## src/rtl/hpf_multichannel.sv

```systemverilog
// Time-multiplexed first-order IIR high-pass filter (pole = 1 - 2^-k) for CHANNELS packed streams.
// Define HPF_SAT_EN to clamp the filter result instead of wrapping it to WIDTH bits.
module hpf_multichannel #(
    parameter int WIDTH    = 20,
    parameter int CHANNELS = 4,
    parameter int KW       = 4
) (
    input  logic                      qzt_clk,
    input  logic                      rst_n,
    input  logic                      clk_in,
    input  logic [KW-1:0]             k,
    input  logic                      bypass,
    input  logic [CHANNELS*WIDTH-1:0] vin,
    output logic [CHANNELS*WIDTH-1:0] vout,
    output logic                      vout_valid,
    output logic                      busy,
    output logic                      overrun
);

    localparam int CW = (CHANNELS > 1) ? $clog2(CHANNELS) : 1;
    localparam logic [CW-1:0] LAST_CH = CW'(CHANNELS - 1);
    localparam logic signed [WIDTH+1:0] S_MAX = {3'b000, {(WIDTH-1){1'b1}}};
    localparam logic signed [WIDTH+1:0] S_MIN = {3'b111, {(WIDTH-1){1'b0}}};

    typedef enum logic {IDLE, RUN} state_t;

    state_t                    state;
    logic [CW-1:0]             ch_idx;
    logic                      clk_in_q;
    logic                      strobe_edge;
    logic [CHANNELS*WIDTH-1:0] vin_f;
    logic [KW-1:0]             k_f;
    logic                      bypass_f;
    logic [CHANNELS*WIDTH-1:0] shadow;
    logic [CHANNELS*WIDTH-1:0] shadow_next;
    logic signed [WIDTH-1:0]   x_prev [CHANNELS];
    logic signed [WIDTH-1:0]   y_prev [CHANNELS];

    logic signed [WIDTH-1:0]   x;
    logic signed [WIDTH-1:0]   xp;
    logic signed [WIDTH-1:0]   yp;
    logic signed [WIDTH-1:0]   yp_sh;
    logic signed [WIDTH:0]     d;
    logic signed [WIDTH+1:0]   s;
    logic signed [WIDTH-1:0]   y_filt;
    logic signed [WIDTH-1:0]   y;

    assign strobe_edge = clk_in & ~clk_in_q;

    // Shared datapath: one channel per RUN cycle, selected by ch_idx.
    always_comb begin
        x      = vin_f[ch_idx*WIDTH +: WIDTH];
        xp     = x_prev[ch_idx];
        yp     = y_prev[ch_idx];
        yp_sh  = yp >>> k_f;
        d      = (WIDTH+1)'(x) - (WIDTH+1)'(xp);
        s      = (WIDTH+2)'(yp) - (WIDTH+2)'(yp_sh) + (WIDTH+2)'(d);
`ifdef HPF_SAT_EN
        if (s > S_MAX)
            y_filt = WIDTH'(S_MAX);
        else if (s < S_MIN)
            y_filt = WIDTH'(S_MIN);
        else
            y_filt = WIDTH'(s);
`else
        y_filt = WIDTH'(s);
`endif
        y = bypass_f ? x : y_filt;
    end

    // The final channel's result must reach vout in the same cycle it is computed.
    always_comb begin
        shadow_next = shadow;
        shadow_next[ch_idx*WIDTH +: WIDTH] = y;
    end

    // NOTE: the per-channel history arrays are reset explicitly; the filter
    // state must restart from zero, so they cannot be left as uninitialised RAM.
    always_ff @(posedge qzt_clk) begin
        if (!rst_n) begin
            state      <= IDLE;
            ch_idx     <= '0;
            clk_in_q   <= 1'b1;
            vin_f      <= '0;
            k_f        <= '0;
            bypass_f   <= 1'b0;
            shadow     <= '0;
            vout       <= '0;
            vout_valid <= 1'b0;
            busy       <= 1'b0;
            overrun    <= 1'b0;
            for (int c = 0; c < CHANNELS; c++) begin
                x_prev[c] <= '0;
                y_prev[c] <= '0;
            end
        end else begin
            clk_in_q   <= clk_in;
            vout_valid <= 1'b0;
            overrun    <= 1'b0;
            case (state)
                IDLE: begin
                    if (strobe_edge) begin
                        vin_f    <= vin;
                        k_f      <= k;
                        bypass_f <= bypass;
                        ch_idx   <= '0;
                        busy     <= 1'b1;
                        state    <= RUN;
                    end
                end
                RUN: begin
                    overrun        <= strobe_edge;
                    shadow         <= shadow_next;
                    x_prev[ch_idx] <= x;
                    y_prev[ch_idx] <= bypass_f ? '0 : y_filt;
                    if (ch_idx == LAST_CH) begin
                        vout       <= shadow_next;
                        vout_valid <= 1'b1;
                        busy       <= 1'b0;
                        ch_idx     <= '0;
                        state      <= IDLE;
                    end else begin
                        ch_idx <= ch_idx + 1'b1;
                    end
                end
                default: state <= IDLE;
            endcase
        end
    end

endmodule

```

## config.mk

```make
export PLATFORM = sky130hd
export DESIGN_NAME = hpf_multichannel
export DESIGN_NICKNAME = d
export VERILOG_FILES = /design/src/rtl/hpf_multichannel.sv
export SDC_FILE = /design/constraint.sdc
export NUM_CORES = 1
export LEC_CHECK = 0
export CAP_MARGIN = 20
export CORE_MARGIN = 5
export CORE_UTILIZATION = 35
export DETAILED_ROUTE_END_ITERATION = 16
export GPL_TIMING_DRIVEN = 0
export PLACE_DENSITY = 0.59
export SKIP_LAST_GASP = 1
export SLEW_MARGIN = 20
export SYNTH_ARGS = -nofsm -noshare
export SYNTH_HDL_FRONTEND = slang
export SYNTH_SLANG_ARGS = --single-unit
```

## constraint.sdc

```tcl
create_clock -name qzt_clk -period 14.3 [get_ports qzt_clk]
set_clock_uncertainty 0.05 [all_clocks]
set_input_delay 1.43 -clock qzt_clk [delete_from_list [all_inputs] [get_ports qzt_clk]]
set_output_delay 1.43 -clock qzt_clk [all_outputs]
set_load 0.01 [all_outputs]
```

==> out/summary.md <==
The clock passes through at most 3 buffers. The tools report the launching element type of the critical path as a register. The tightest slew margin relative to the limit was 21.8%; the die span in y was 256 um. For the total I/O pin count, the log shows 171. The logs give 90 for the distinct cell type count after synthesis and 2 for the number of antenna violations at the first check in global routing.

The power density over cell area works out to 172 mW/mm^2. The finished cells cover 0.0255 sq mm. The share of the clock period used by the worst path came out at 60.3%.

The tools report the placed cell count as 3144. For this design, the sink count on the clock tree is 414. Max-cap violations in this run came to 0.

In this run the number of H-tree levels came out at 2. Relative to the synthesized area, the layout overhead comes to 19.9%. The count of nets left with antenna violations once routing finished came out at 0. The tools report the critical path capture point type as a register. The tools report the post-layout utilization of the core as 42.2%. The post-synthesis async set-or-reset flop share came out at 0%. Kind of path behind the tightest hold check: register to register.

The number of buffers added by the clock tree synthesis step came out at 44. The register bit count reported by yosys came out at 414. The first TritonRoute pass finished after 6 iterations. The tools report the post-synth net total as 2342. The congestion estimate from routability-driven global placement came to 0.952. After the flow finishes, the layout carries non-filler instances totaling 3223.

The initialized floorplan defines 90 standard-cell rows. Commonest non-fill, non-tap cell in the layout: sky130_fd_sc_hd__nand2_1. The run gives 78900 um as the final routed wirelength across all metal layers. The depth of the most critical reg-to-reg path works out to 20. Across every metal layer, demand over resource in global routing totals 23.3%. The number of vias per cell after detailed routing is 5.69, and the area occupied by multi-input gates is 0.0104 sq mm.

Setup total negative slack on the finished layout was measured at 0 ns. The flow ran to the end, and the final reports show no timing, DRC or antenna violations. The die outline area was 0.0657 sq mm. The tools report the master cell of the clock root buffer as sky130_fd_sc_hd__clkbuf_16.

The first-pass GRT wire length was 118000 um; the worst path arrival time was 9.01 ns. The critical path in this run is classified as register to register. The clock period minus final worst setup slack came out at 8.62 ns. The run gives 0 as the final-report max-slew violation count. The via count of the first global-routing pass was 18305.

Setup violations remaining at the end of the flow were counted as 0. The logs give 2562 for the number of nets in the layout and 0.0212 sq mm for the synthesized cell area. For this design the static power due to leakage is 8.94 nW. Number of buffer cells added on primary ports: 170.

The number of gates resized after CTS was 0. By area the synthesized netlist is led by sky130_fd_sc_hd__dfxtp_1 (24%), sky130_fd_sc_hd__edfxtp_1 (23%), sky130_fd_sc_hd__nand2_1 (6.4%), sky130_fd_sc_hd__mux4_2 (5.5%), sky130_fd_sc_hd__o21ai_0 (3.8%). The worst hold path passes through 2 cells. TritonCTS built the clock tree. The run gives 46.6% as the share of synthesized area occupied by flip-flops and latches.

In the layout the commonest cells are sky130_fd_sc_hd__nand2_1 (357), sky130_fd_sc_hd__dfxtp_1 (254), sky130_fd_sc_hd__nor2_1 (203). The placed standard-cell area is 0.0240 sq mm, and the average instance area after synthesis is 9.70 sq um. The number of enable-type register cells in the synthesized netlist was 160. Along the worst path, the maximum fanout reaches 10. Summed over all layers, the global routing overflow is 0.

The x dimension of the die works out to 256 um. Of the post-synthesis cell area, the dominant cell type holds 23.9%. The number of filler cells placed in the layout came out at 5808. The most used flip-flop cell after synthesis was sky130_fd_sc_hd__dfxtp_1. The clock transition at the registers of the reported paths came out at 0.06 ns. Entering global routing, the biggest net connects 41 pins. For the residual DRC count, the log shows 0. The run gives 0 as the total of hold buffers inserted after clock tree synthesis. Setup repair after global routing left no endpoint under its margin.

Registers take 0.00989 sq mm. The initial core utilization came out at 35.2%. After the first detailed-routing iteration, the DRC count stood at 1597. At the pin with the least slew margin, the transition time is 1.16 ns. Dividing the detail-routed wire length by the instance count gives 24.5 um. The largest total area in the synthesized netlist belongs to sky130_fd_sc_hd__dfxtp_1. The number of vias in the routed layout was 18339; the fraction of final layout cells with drive strength greater than 1 was 7.87%. The run gives 4.39 mW as the overall power of the completed layout. Required time at the endpoint of the critical path: 14.69 ns.

The Yosys step of the flow raised 0 warnings. The top achievable clock speed was 116 MHz; the clock insertion delay at the later pin of the skew report was 0.59 ns. The count of inserted antenna diode cells is 0, and the peak ir drop on the vdd network is 0.000104 V. In the synthesized netlist, the number of instances is 2189. Once detailed placement completed, the half-perimeter wirelength came to 60100 um. The region available for standard cell placement spans 0.0602 sq mm. The total count of hold-check failures in the final report was 0; the number of setup buffers added after CTS was 0.
==> registers in the layout, indices dropped and copies added (netlist names), named ones only <==
name	cells
shadow	80
vin_f	80
vout	80
x_prev	80
y_prev	80
k_f	4
ch_idx	2
busy	1
bypass_f	1
clk_in_q	1
overrun	1
state	1
vout_valid	1
==> Yosys cell counts, types with 12 or more instances <==
| library cell | instances |
|---|---|
| sky130_fd_sc_hd__nand2_1 | 360 |
| sky130_fd_sc_hd__dfxtp_1 | 254 |
| sky130_fd_sc_hd__nor2_1 | 203 |
| sky130_fd_sc_hd__o21ai_0 | 161 |
| sky130_fd_sc_hd__edfxtp_1 | 160 |
| sky130_fd_sc_hd__clkbuf_1 | 126 |
| sky130_fd_sc_hd__a21boi_0 | 94 |
| sky130_fd_sc_hd__inv_1 | 91 |
| sky130_fd_sc_hd__a22oi_1 | 79 |
| sky130_fd_sc_hd__a21oi_1 | 54 |
| sky130_fd_sc_hd__mux4_2 | 52 |
| sky130_fd_sc_hd__mux2i_1 | 41 |
| sky130_fd_sc_hd__fa_1 | 38 |
| sky130_fd_sc_hd__nor3_1 | 33 |
| sky130_fd_sc_hd__nand3_1 | 32 |
| sky130_fd_sc_hd__and2_1 | 28 |
| sky130_fd_sc_hd__nor2b_1 | 28 |
| sky130_fd_sc_hd__ha_1 | 27 |
| sky130_fd_sc_hd__o21ai_1 | 24 |
| sky130_fd_sc_hd__mux2_2 | 19 |
| sky130_fd_sc_hd__buf_1 | 18 |
| sky130_fd_sc_hd__o21a_1 | 15 |
| sky130_fd_sc_hd__a31oi_1 | 13 |
| sky130_fd_sc_hd__and3_1 | 13 |
| sky130_fd_sc_hd__or3_1 | 12 |
==> metrics by stage <==
| step | hold WS [ns] | worst slack, ns |
|---|---|---|
| floorplan | 0.376 | 7.98 |
| global placement | 0.384 | 5.54 |
| detailed placement | 0.395 | 5.76 |
| CTS | 0.406 | 5.73 |
| global route | 0.423 | 5.17 |
| finish | 0.403 | 5.68 |
==> where the power goes <==
part / switching [mW] / total [mW] / internal (mW)
Sequential: 0.0164 / 1.28 / 1.27
Combinational: 1.39 / 1.95 / 0.553
Clock: 0.484 / 1.16 / 0.675
==> cell families after synthesis <==
family	after synthesis	share of synthesized area (%)
xor+xnor	17	0.772
compound gates	576	18.8
flops	414	46.6
buf+inv	254	4.67
simple gates	746	15.0
fa+ha+maj	65	5.17
mux	117	9.02
==> worst paths after layout <==
path | startpoint | to | slack (ns)
worst max-delay path | register | vout[62] | 5.68
worst min-delay path | shadow[27] | shadow[27] | 0.40
worst max register to register | register | vout[62] | 5.68
worst min register to register | shadow[27] | shadow[27] | 0.40
==> routing by layer <==
metal | track usage [%] | vias up | wire length (um)
li1 | - | 8276 | -
met1 | 32.0 | 9140 | 34300
met2 | 38.1 | 803 | 36700
met3 | 4.31 | 120 | 5750
met4 | 6.36 | 0 | 2170
met5 | 0 | - | 0
==> final cells by class <==
type                            count  share of cell area (%)
Tap cell                          782                    3.84
Inverter                           96                    1.42
Clock buffer                       64                    5.02
Timing Repair Buffer              174                    6.85
Buffer                            158                    2.48
Multi-Input combinational cell   1521                    40.9
Sequential cell                   414                    38.9
Clock inverter                     14                   0.659
==> worst max-delay path, stage by stage (launching register included) <==
cell and delay (ns):
sky130_fd_sc_hd__dfxtp_1 0.30, sky130_fd_sc_hd__clkbuf_1 0.35, sky130_fd_sc_hd__buf_2 0.44, sky130_fd_sc_hd__clkbuf_1 0.83, sky130_fd_sc_hd__buf_1 0.75, sky130_fd_sc_hd__mux4_2 0.62, sky130_fd_sc_hd__fa_1 0.53, sky130_fd_sc_hd__fa_1 0.52
sky130_fd_sc_hd__inv_1 0.05, sky130_fd_sc_hd__ha_1 0.30, sky130_fd_sc_hd__buf_4 0.19, sky130_fd_sc_hd__a21oi_1 0.32, sky130_fd_sc_hd__o221ai_1 0.25, sky130_fd_sc_hd__a31o_2 0.33, sky130_fd_sc_hd__a2111oi_4 0.32, sky130_fd_sc_hd__mux2i_1 0.82
sky130_fd_sc_hd__and2_0 0.22, sky130_fd_sc_hd__clkbuf_1 0.40, sky130_fd_sc_hd__o31ai_1 0.15, sky130_fd_sc_hd__a22oi_1 0.54, sky130_fd_sc_hd__o21ai_0 0.20
Power figures use the tool's default switching activity.
